[src/rtl/pc_fetch_unit_if.sv]
// Fetch-unit bus: stall/flush/redirect control, BTB update strobe and the
// registered fetch PC with its branch prediction.
interface pc_fetch_unit_if #(
  parameter int XLEN = 32
);
  logic            i_stall;
  logic            i_flush_valid;
  logic [XLEN-1:0] i_flush_pc;
  logic            i_redirect_valid;
  logic [XLEN-1:0] i_redirect_pc;
  logic            i_upd_valid;
  logic [XLEN-1:0] i_upd_pc;
  logic [XLEN-1:0] i_upd_target;
  logic            i_upd_taken;
  logic [XLEN-1:0] o_pc;
  logic            o_pred_taken;
  logic [XLEN-1:0] o_pred_target;

  modport master (
    output i_stall, i_flush_valid, i_flush_pc, i_redirect_valid, i_redirect_pc,
           i_upd_valid, i_upd_pc, i_upd_target, i_upd_taken,
    input  o_pc, o_pred_taken, o_pred_target
  );

  modport slave (
    input  i_stall, i_flush_valid, i_flush_pc, i_redirect_valid, i_redirect_pc,
           i_upd_valid, i_upd_pc, i_upd_target, i_upd_taken,
    output o_pc, o_pred_taken, o_pred_target
  );
endinterface

[src/rtl/pc_fetch_unit.sv]
// Fetch PC register with a direct-mapped BTB (2-bit saturating counters)
// providing next-PC prediction; flush and redirect take priority over stall.
module pc_fetch_unit #(
  parameter int              XLEN         = 32,
  parameter logic [XLEN-1:0] RESET_VECTOR = '0,
  parameter int              BTB_DEPTH    = 16
) (
  input  logic          i_clk,
  input  logic          i_reset,
  pc_fetch_unit_if.slave bus
);
  localparam int IDXW = $clog2(BTB_DEPTH);
  localparam int TAGW = XLEN - IDXW - 2;
  localparam logic [XLEN-1:0] ALIGN_MASK = {{(XLEN-2){1'b1}}, 2'b00};
  localparam logic [XLEN-1:0] PC_STEP    = {{(XLEN-3){1'b0}}, 3'd4};

  logic [XLEN-1:0]      r_pc;
  logic [BTB_DEPTH-1:0] r_valid;
  logic [1:0]           r_ctr    [BTB_DEPTH];
  logic [TAGW-1:0]      r_tag    [BTB_DEPTH];
  logic [XLEN-1:0]      r_target [BTB_DEPTH];

  logic [IDXW-1:0] w_lk_idx;
  logic [TAGW-1:0] w_lk_tag;
  logic            w_lk_hit;
  logic            w_pred_taken;
  logic [IDXW-1:0] w_up_idx;
  logic [TAGW-1:0] w_up_tag;
  logic            w_up_hit;
  logic [XLEN-1:0] w_next_pc;

  assign w_lk_idx     = r_pc[IDXW+1:2];
  assign w_lk_tag     = r_pc[XLEN-1:IDXW+2];
  assign w_lk_hit     = r_valid[w_lk_idx] && (r_tag[w_lk_idx] == w_lk_tag);
  assign w_pred_taken = w_lk_hit && r_ctr[w_lk_idx][1];

  assign w_up_idx = bus.i_upd_pc[IDXW+1:2];
  assign w_up_tag = bus.i_upd_pc[XLEN-1:IDXW+2];
  assign w_up_hit = r_valid[w_up_idx] && (r_tag[w_up_idx] == w_up_tag);

  assign bus.o_pc          = r_pc;
  assign bus.o_pred_taken  = w_pred_taken;
  assign bus.o_pred_target = w_lk_hit ? r_target[w_lk_idx] : '0;

  // NOTE: the sequential default is assigned first so every path drives w_next_pc and no latch is inferred.
  always_comb begin
    w_next_pc = r_pc + PC_STEP;
    if (bus.i_flush_valid)         w_next_pc = bus.i_flush_pc & ALIGN_MASK;
    else if (bus.i_redirect_valid) w_next_pc = bus.i_redirect_pc & ALIGN_MASK;
    else if (bus.i_stall)          w_next_pc = r_pc;
    else if (w_pred_taken)         w_next_pc = r_target[w_lk_idx] & ALIGN_MASK;
  end

  // NOTE: state registers use non-blocking assignments so all flops update from pre-edge values.
  always_ff @(posedge i_clk or posedge i_reset) begin
    if (i_reset) r_pc <= RESET_VECTOR;
    else         r_pc <= w_next_pc;
  end

  // Direction state: valid bits and counters are the only BTB state that needs reset.
  always_ff @(posedge i_clk or posedge i_reset) begin
    if (i_reset) begin
      r_valid <= '0;
      for (int i = 0; i < BTB_DEPTH; i++) r_ctr[i] <= 2'b01;
    end else if (bus.i_upd_valid) begin
      if (w_up_hit) begin
        if (bus.i_upd_taken)
          r_ctr[w_up_idx] <= (r_ctr[w_up_idx] == 2'b11) ? 2'b11 : r_ctr[w_up_idx] + 2'd1;
        else
          r_ctr[w_up_idx] <= (r_ctr[w_up_idx] == 2'b00) ? 2'b00 : r_ctr[w_up_idx] - 2'd1;
      end else if (bus.i_upd_taken) begin
        r_valid[w_up_idx] <= 1'b1;
        r_ctr[w_up_idx]   <= 2'b10;
      end
    end
  end

  // NOTE: tag/target arrays are not reset; a cleared valid bit hides whatever they hold.
  always_ff @(posedge i_clk) begin
    if (bus.i_upd_valid && bus.i_upd_taken) begin
      r_tag[w_up_idx]    <= w_up_tag;
      r_target[w_up_idx] <= bus.i_upd_target;
    end
  end
endmodule

[src/flat_wrapper.sv]
// flat-port wrapper written by rule: the top's interface ports become plain ports
module pc_fetch_unit_flat 
#(
  parameter int              XLEN         = 32,
  parameter logic [XLEN-1:0] RESET_VECTOR = '0,
  parameter int              BTB_DEPTH    = 16
)
  (i_clk, i_reset, bus_i_stall, bus_i_flush_valid, bus_i_flush_pc, bus_i_redirect_valid, bus_i_redirect_pc, bus_i_upd_valid, bus_i_upd_pc, bus_i_upd_target, bus_i_upd_taken, bus_o_pc, bus_o_pred_taken, bus_o_pred_target);
  pc_fetch_unit_if #(.XLEN(XLEN)) bus_i ();
  input  logic i_clk;
  input  logic i_reset;
  input wire logic [$bits(bus_i.i_stall)-1:0] bus_i_stall;
  input wire logic [$bits(bus_i.i_flush_valid)-1:0] bus_i_flush_valid;
  input wire logic [$bits(bus_i.i_flush_pc)-1:0] bus_i_flush_pc;
  input wire logic [$bits(bus_i.i_redirect_valid)-1:0] bus_i_redirect_valid;
  input wire logic [$bits(bus_i.i_redirect_pc)-1:0] bus_i_redirect_pc;
  input wire logic [$bits(bus_i.i_upd_valid)-1:0] bus_i_upd_valid;
  input wire logic [$bits(bus_i.i_upd_pc)-1:0] bus_i_upd_pc;
  input wire logic [$bits(bus_i.i_upd_target)-1:0] bus_i_upd_target;
  input wire logic [$bits(bus_i.i_upd_taken)-1:0] bus_i_upd_taken;
  output wire logic [$bits(bus_i.o_pc)-1:0] bus_o_pc;
  output wire logic [$bits(bus_i.o_pred_taken)-1:0] bus_o_pred_taken;
  output wire logic [$bits(bus_i.o_pred_target)-1:0] bus_o_pred_target;
  assign bus_i.i_stall = bus_i_stall;
  assign bus_i.i_flush_valid = bus_i_flush_valid;
  assign bus_i.i_flush_pc = bus_i_flush_pc;
  assign bus_i.i_redirect_valid = bus_i_redirect_valid;
  assign bus_i.i_redirect_pc = bus_i_redirect_pc;
  assign bus_i.i_upd_valid = bus_i_upd_valid;
  assign bus_i.i_upd_pc = bus_i_upd_pc;
  assign bus_i.i_upd_target = bus_i_upd_target;
  assign bus_i.i_upd_taken = bus_i_upd_taken;
  assign bus_o_pc = bus_i.o_pc;
  assign bus_o_pred_taken = bus_i.o_pred_taken;
  assign bus_o_pred_target = bus_i.o_pred_target;
  pc_fetch_unit #(.XLEN(XLEN), .RESET_VECTOR(RESET_VECTOR), .BTB_DEPTH(BTB_DEPTH)) u_core (.i_clk(i_clk), .i_reset(i_reset), .bus(bus_i));
endmodule
[config.mk]
export PLATFORM = sky130hd
export DESIGN_NAME = pc_fetch_unit_flat
export DESIGN_NICKNAME = d
export VERILOG_FILES = /design/src/rtl/pc_fetch_unit_if.sv /design/src/rtl/pc_fetch_unit.sv /design/src/flat_wrapper.sv
export SDC_FILE = /design/constraint.sdc
export NUM_CORES = 1
export LEC_CHECK = 0
export BUFFER_PORTS_ARGS = -buffer_cell sky130_fd_sc_hd__buf_4
export CORE_UTILIZATION = 50
export CTS_CLUSTER_DIAMETER = 50
export DETAILED_ROUTE_END_ITERATION = 6
export HOLD_SLACK_MARGIN = 0.05
export PLACE_DENSITY = 0.73
export SYNTH_ARGS = -nofsm -noshare
export SYNTH_HDL_FRONTEND = slang
export SYNTH_SLANG_ARGS = --single-unit
[constraint.sdc]
create_clock -name i_clk -period 5.05 [get_ports i_clk]
set_input_delay 0.7575 -clock i_clk [delete_from_list [all_inputs] [get_ports i_clk]]
set_output_delay 0.7575 -clock i_clk [all_outputs]
set_load 0.01 [all_outputs]
==> results of run 1 <==
state kept, by name, indices dropped and copies added, names as in the netlist:
signal,count
u_core.bus.o_pc,30
u_core.r_tag,416
u_core.r_ctr,32
u_core.r_valid,16
u_core.r_target,512
per-stage QoR:
stage                      util  std cells
final                     0.591       3938
after global placement    0.543       3693
after floorplan               -       2404
after detailed placement  0.543       3693
after global routing      0.591       3935
after CTS                 0.587       3920
worst max-delay path, delay by kind of cell, from the launching register on:
kind	cells	cell delay (ns)
buf+inv	7	1.18
mux	2	0.65
flops	1	0.58
simple gates	3	0.58
compound gates	2	0.53
logic make-up (layout without fill, tap and decap cells):
group	after synthesis	count (layout)	share of synthesized area
adders and majority gates	3	3	0.000724
muxes	492	492	0.218
buffers and inverters	187	552	0.0217
DFF	1006	1006	0.664
xor gates and xnor gates	74	74	0.0144
and+or+nand+nor	368	368	0.0399
AOI/OAI and AO/OA	272	272	0.0408
other	1	6	0.0000834
layout make-up:
cell class | instances | area, um^2
clock inverters | 64 | 541
inverters | 23 | 88.8
repair buffers | 322 | 3030
clock buffers | 143 | 3010
fillers | 6313 | 36300
multi-input cells | 1211 | 14400
diodes | 4 | 10.0
well taps | 1165 | 1460
flip-flops and latches | 1006 | 29900
cell usage in the layout (no fill, tap or decap), types with 18 or more instances in the layout:
master,count
sky130_fd_sc_hd__edfxtp_1,928
sky130_fd_sc_hd__buf_4,273
sky130_fd_sc_hd__mux2i_1,95
sky130_fd_sc_hd__clkinv_2,18
sky130_fd_sc_hd__dfrtp_1,58
sky130_fd_sc_hd__nand2_1,89
sky130_fd_sc_hd__a22oi_1,29
sky130_fd_sc_hd__buf_12,29
sky130_fd_sc_hd__nor2b_1,30
sky130_fd_sc_hd__and2_1,36
sky130_fd_sc_hd__xnor2_1,38
sky130_fd_sc_hd__a21oi_1,72
sky130_fd_sc_hd__nand3_1,29
sky130_fd_sc_hd__xor2_1,33
sky130_fd_sc_hd__nor2_1,101
sky130_fd_sc_hd__clkbuf_1,23
sky130_fd_sc_hd__mux4_2,391
sky130_fd_sc_hd__o21ai_1,18
sky130_fd_sc_hd__clkbuf_16,116
sky130_fd_sc_hd__clkinv_1,23
sky130_fd_sc_hd__o21ai_0,35
sky130_fd_sc_hd__inv_1,20
metal layers:
metal / GRT usage / up-vias
li1: - / 10478
met1: 0.392 / 13829
met2: 0.436 / 1838
met3: 0.0661 / 270
met4: 0.0885 / 6
met5: 0 / -
repair_timing:
action / 4_1_cts / 5_1_grt
resized for setup: 11 / 33
gates cloned: 4 / 3
setup endpoints to repair: 33 / 33
pin swaps: 2 / 3
setup buffers: 16 / 11
hold buffers: 0 / 0
path summary, 6_finish.rpt:
kind	from	to	slack [ns]	cells after the start
max reg2reg	u_core.bus.o_pc[2]	u_core.bus.o_pc[11]	0.51	14
max	u_core.bus.o_pc[2]	bus_o_pred_target[9]	0.06	14
min	i_reset	u_core.r_ctr[27]	0.24	2
max in group asynchronous	i_reset	u_core.bus.o_pc[5]	3.68	3
min in group i_clk	bus_i_flush_pc[28]	u_core.bus.o_pc[28]	0.26	3
min reg2reg	u_core.r_valid[3]	u_core.r_valid[3]	0.49	1
report_power, final:
group	switching [mW]	total [mW]	internal, mW	leakage [nW]
combinational	1.32	2.46	1.14	6.43
sequential	0.187	9.49	9.30	9.28
clock	3.36	7.76	4.40	1.73
total	4.87	19.7	14.8	17.4
==> Flow_metrics.wiki, run 1 <==
{| class="wikitable"
! Metric !! Value
|-
| Status || finished, violations left
|-
| Violated checks || DRC
|-
| Max-slew headroom at the worst pin || 0.337
|-
| Final setup violation count || 0
|-
| H-tree level count || 3
|-
| Fin worst setup slack || around 0.06 ns
|-
| Global route total overflow || 0
|-
| Asr flop ratio synth || 0.0775
|-
| Final Hold Vio Count || 0
|-
| First DRT Iteration DRCs || about 3700
|-
| Tot GR Track Use || 0.279
|-
| Post-DP HPWL || roughly 74000 um
|-
| Core footprint || between 80000 and 90000 um^2
|-
| Slew of the pin with the lowest slew margin || around 1 ns
|-
| Die extent in y || between 300 and 400 um
|-
| Area grow syn2layout || 16.6%
|-
| Synth Cell Area || about 45000 um^2
|-
| Flops & latches, synth || 1006
|-
| Most frequent CP cell || sky130_fd_sc_hd__buf_4
|-
| Clock tree root driver cell || sky130_fd_sc_hd__clkbuf_16
|-
| Period minus WS final || about 5 ns
|-
| Total power per unit cell area || around 380 nW/um^2
|-
| Fraction of layout instances using a drive strength above 1 || 0.345
|-
| Max clock buf depth || 3
|-
| Leakage component of the power || 17.4 nW
|-
| Routability congestion estimate from global placement || 0.907
|-
| Max-cap violations || 0
|-
| Largest net degree at the start of global routing || approximately 100
|-
| Kind of critical path || flop to output pin
|-
| DRC violations left || 8
|-
| Clock-pin slew on the worst setup and hold paths || 0.06 ns
|-
| Post-Place Worst Slack || 0.261 ns
|-
| Achievable Freq || between 0.2 and 0.25 GHz
|-
| Number of clock buffers inserted by TritonCTS || 111
|-
| Number of nets with antenna violations after routing || 0
|-
| Proportion of synthesized chip area in sequential cells || 0.664
|-
| Synth area leader || sky130_fd_sc_hd__edfxtp_1
|-
| Synth Area per Inst || ~19 um^2
|-
| Via count of the first global-routing pass || approximately 27000
|-
| Site row count || 109
|-
| Crit end category || output pin
|-
| Number of nets in the layout || 2811
|-
| Worst slack on hold paths || around 0.24 ns
|-
| EDFF count, synth || 928
|-
| Max layer used || met5
|-
| Critical-path maximum fanout || 6
|-
| Metal-1 WL || approximately 47000 um
|-
| Setup TNS || 0 ns
|-
| Initial cell density of the core || 0.507
|-
| Number of pins with negative max-slew slack in the final report || 0
|-
| Delay contributed by the slowest stage of the critical path || just under 0.6 ns
|-
| Syn Inst Count || 2403
|-
| Worst min-delay path class || primary input to asynchronous set/reset pin
|-
| Cell types with the highest counts after synthesis || sky130_fd_sc_hd__edfxtp_1 (928), sky130_fd_sc_hd__mux4_2 (391), sky130_fd_sc_hd__nor2_1 (117)
|-
| Amount of wire on met2 after detailed routing || roughly 60000 um
|-
| Average wire per standard cell || 32.1 um
|-
| Total power || just under 20 mW
|-
| Clock network latency to the later pin of the worst-skew pair || roughly 0.7 ns
|-
| Final clock skew || between 0.07 and 0.08 ns
|-
| Final wirelength || approximately 130000 um
|-
| Number of antenna violations at the first check in global routing || 5
|-
| Largest vdd supply drop || around 0.00035 V
|-
| Full die area || between 90000 and 100000 um^2
|-
| Final design area excluding fillers || 52400 um^2
|-
| Total iterations of the first detailed-routing run || 7
|-
| Signal arrival time at the worst endpoint || about 4.2 ns
|-
| Cell area after placement || just under 50000 um^2
|-
| Clk sink count || approximately 1000
|-
| Die span in x || roughly 300 um
|-
| Primary flip-flop cell chosen by synthesis mapping || sky130_fd_sc_hd__edfxtp_1
|-
| Final clock period utilization by the worst path || 0.988
|-
| I/O pin total || 200
|-
| Count of distinct cell types in the synthesized netlist || 74
|-
| Count of yosys warnings during synthesis || 0
|-
| CP Data Required Time || 4.29 ns
|-
| First-pass GRT wire length || around 180000 um
|-
| Port buffer count || between 150 and 200
|-
| Vias per Instance || between 6 and 7
|-
| Area share of the largest cell type after synthesis || 0.620
|-
| Type of origin of the critical path || flop
|-
| Critical path cell sequence || clkbuf_16 > buf_4 > buf_4 > mux4_2 > mux4_2 > o31ai_2 > a2111oi_2 > nand4_1 > buf_6 > nor3_4 > buf_6 > clkbuf_16 > and2_1 > buf_4
|-
| Total vias in the final route || around 26000
|-
| CTS tree || done
|-
| Ranking of synthesized cells by area || sky130_fd_sc_hd__edfxtp_1 (62%), sky130_fd_sc_hd__mux4_2 (20%), sky130_fd_sc_hd__dfrtp_1 (3.5%)
|-
| Unrepaired setup endpoints after global routing || yes
|-
| Cell at the slowest stage of the critical path || sky130_fd_sc_hd__dfrtp_4
|-
| Leading cell type by number of instances after synthesis || sky130_fd_sc_hd__edfxtp_1
|-
| Detailed-routed wire length on met3 || 14900 um
|}
Note: power is estimated with default switching activity, not from simulation.
==> run 2, diff against run 1 <==
- BUFFER_PORTS_ARGS: -buffer_cell sky130_fd_sc_hd__buf_4 -> -buffer_cell sky130_fd_sc_hd__buf_2
- CORE_MARGIN: unset -> 2
==> Flow_metrics.wiki, run 2 (synthesis results as in run 1) <==
{| class="wikitable"
! Metric !! Value
|-
| Commonest cells after routing, fill and taps aside || sky130_fd_sc_hd__edfxtp_1 (928), sky130_fd_sc_hd__mux4_2 (391), sky130_fd_sc_hd__buf_2 (188), sky130_fd_sc_hd__clkbuf_16 (110), sky130_fd_sc_hd__nor2_1 (101)
|-
| Post-route core utilization || 0.583
|-
| Top register by number of flip-flops || u_core.r_target
|-
| Most frequent CP cell || sky130_fd_sc_hd__buf_4
|-
| Final setup violation count || 0
|-
| Total power per unit cell area || 385 nW/um^2
|-
| Type of origin of the critical path || flop
|-
| Final Hold Vio Count || 0
|-
| First-pass GRT wire length || between 150000 and 200000 um
|-
| Final wirelength || ~130000 um
|-
| Layout filler cell count || around 6300
|-
| Number of clock buffers inserted by TritonCTS || approximately 110
|-
| Commonest non-fill, non-tap cell in the layout || sky130_fd_sc_hd__edfxtp_1
|-
| Cell area after placement || roughly 48000 um^2
|-
| Worst min-delay path class || primary input to asynchronous set/reset pin
|-
| Number of nets with antenna violations after routing || 0
|-
| CP Data Required Time || around 4.3 ns
|-
| H-tree level count || 3
|-
| Signal arrival time at the worst endpoint || roughly 4.3 ns
|-
| Total iterations of the first detailed-routing run || 6
|-
| Vias per Instance || 6.73
|-
| Number of buffers and inverters on the critical path || 4
|-
| Delay contributed by the slowest stage of the critical path || 0.57 ns
|-
| Max clock buf depth || 3
|-
| Average wire per standard cell || approximately 32 um
|-
| Cell at the slowest stage of the critical path || sky130_fd_sc_hd__mux4_2
|-
| Initial cell density of the core || 0.506
|-
| Global route total overflow || 0
|-
| Largest delay contributor family on the critical path || simple AND/OR/NAND/NOR gates
|-
| First DRT Iteration DRCs || 4032
|-
| Crit end category || output pin
|-
| Port buffer count || approximately 190
|-
| Slew of the pin with the lowest slew margin || between 0.9 and 1 ns
|-
| Core footprint || between 80000 and 90000 um^2
|-
| Via count of the first global-routing pass || about 27000
|-
| I/O pin total || 200
|-
| Die span in x || slightly above 300 um
|-
| Total vias in the final route || roughly 26000
|-
| Count of placed standard cells in the final layout, fillers left out || ~3900
|-
| Number of antenna violations at the first check in global routing || 14
|-
| Area grow syn2layout || 15.2%
|-
| Die extent in y || ~300 um
|-
| Largest net degree at the start of global routing || slightly below 60
|-
| Tot GR Track Use || 0.271
|-
| Critical path depth in cells || 11
|-
| DRC violations left || 0
|-
| Final clock period utilization by the worst path || 0.995
|-
| Number of pins with negative max-slew slack in the final report || 0
|-
| Leakage component of the power || 17.3 nW
|-
| Critical-path maximum fanout || 11
|-
| CTS tree || done
|-
| Achievable Freq || 0.199 GHz
|-
| Clock tree root driver cell || sky130_fd_sc_hd__clkbuf_16
|-
| Worst r2r dst || u_core.bus.o_pc[11]
|-
| Multi-input gate area in the final layout || between 10000 and 15000 um^2
|-
| Post-DP HPWL || between 70000 and 80000 um
|-
| Full die area || around 92000 um^2
|-
| Worst reg2reg path depth || 13
|-
| Launching point of the worst reg2reg path || u_core.bus.o_pc[5]
|-
| Max-slew headroom at the worst pin || 0.362
|-
| Final clock skew || 0.0722 ns
|-
| Fraction of layout instances using a drive strength above 1 || 0.342
|-
| Kind of critical path || flop to output pin
|-
| Clock-pin slew on the worst setup and hold paths || about 0.070 ns
|-
| Max-cap violations || 0
|-
| Crit. Startpoint || u_core.bus.o_pc[4]
|-
| Setup TNS || 0 ns
|-
| Clk sink count || 1006
|-
| Biggest registers after layout || u_core.r_target: 512 flops, u_core.r_tag: 416 flops, u_core.r_ctr: 32 flops
|-
| Number of nets in the layout || ~2800
|-
| Period minus WS final || 5.03 ns
|-
| Largest register FFs || ~500
|-
| Area taken by flip-flops and latches || 29900 um^2
|-
| Site row count || 109
|-
| Routability congestion estimate from global placement || approximately 0.93
|-
| Critical path cell sequence || buf_12 > mux4_2 > a22o_1 > a221oi_1 > buf_4 > xnor2_1 > nor4_2 > nand4_1 > buf_4 > nor4_4 > buf_2
|-
| Status || complete, no violations
|-
| Clock network latency to the later pin of the worst-skew pair || 0.71 ns
|-
| Final design area excluding fillers || 51800 um^2
|-
| Largest vdd supply drop || about 0.00030 V
|-
| Number of cells in the design after placement || 3700
|-
| Register-to-register setup slack || about 0.54 ns
|}
-- run 2: worst max path at each step --
| stage | end | slack (ns) |
|---|---|---|
| 2_1_floorplan | u_core.r_tag[10][0] | -0.47 |
| 3_3_place_gp | u_core.bus.o_pc[11] | 0.35 |
| 3_5_place_dp | u_core.bus.o_pc[11] | 0.28 |
| 4_1_cts | bus_o_pred_target[15] | 0.04 |
| 5_1_grt | bus_o_pred_target[18] | -0.04 |
| 6_report | bus_o_pred_taken | 0.02 |
-- run 2: worst register-to-register path, stage by stage (launching register included) --
cell and delay [ns]:
sky130_fd_sc_hd__dfrtp_4 0.66, sky130_fd_sc_hd__buf_4 0.36, sky130_fd_sc_hd__mux4_2 0.23, sky130_fd_sc_hd__mux2i_1 0.08, sky130_fd_sc_hd__mux2i_1 0.49, sky130_fd_sc_hd__xor2_1 0.21, sky130_fd_sc_hd__nor4_2 0.31, sky130_fd_sc_hd__nand4_1 0.11
sky130_fd_sc_hd__buf_4 0.19, sky130_fd_sc_hd__or4_2 0.77, sky130_fd_sc_hd__buf_12 0.23, sky130_fd_sc_hd__a21oi_1 0.18, sky130_fd_sc_hd__nor2_1 0.06, sky130_fd_sc_hd__o21ai_0 0.45
-- run 2: power by group --
part | leakage [nW] | switching [mW] | internal, mW
Sequential | 9.28 | 0.187 | 9.30
Clock | 1.76 | 3.42 | 4.65
Combinational | 6.23 | 1.29 | 1.06
-- run 2: stage by stage --
step	worst slack, ns	total power, mW	hold WS (ns)
floorplan	-0.473	11.1	0.439
global placement	0.352	11.8	0.464
detailed placement	0.284	11.9	0.489
CTS	0.0439	19.9	0.137
global route	-0.0373	20.5	0.176
finish	0.0228	19.9	0.145
-- run 2: area by class of cell --
cell class              instances  share of cell area
diodes                          3            0.000145
clock buffers                 124              0.0541
clock inverters                77              0.0165
inverters                      23             0.00172
multi-input cells            1211               0.276
flip-flops and latches       1006               0.576
well taps                    1165              0.0281
repair buffers                325              0.0469
-- run 2: repair_timing --
action,4_1_cts,5_1_grt
endpoints found under the hold margin,0,0
pin swaps,1,2
gates cloned,0,1
endpoints found under the setup margin,33,32
gates resized for setup,2,4
setup buffers,11,18
hold buffers,0,0
-- run 2: metal layers --
layer	wire, um	up-vias	global-route usage
li1	-	10479	-
met1	46900	13739	0.382
met2	60000	2010	0.426
met3	15200	248	0.0593
met4	3450	14	0.0832
met5	87	-	0
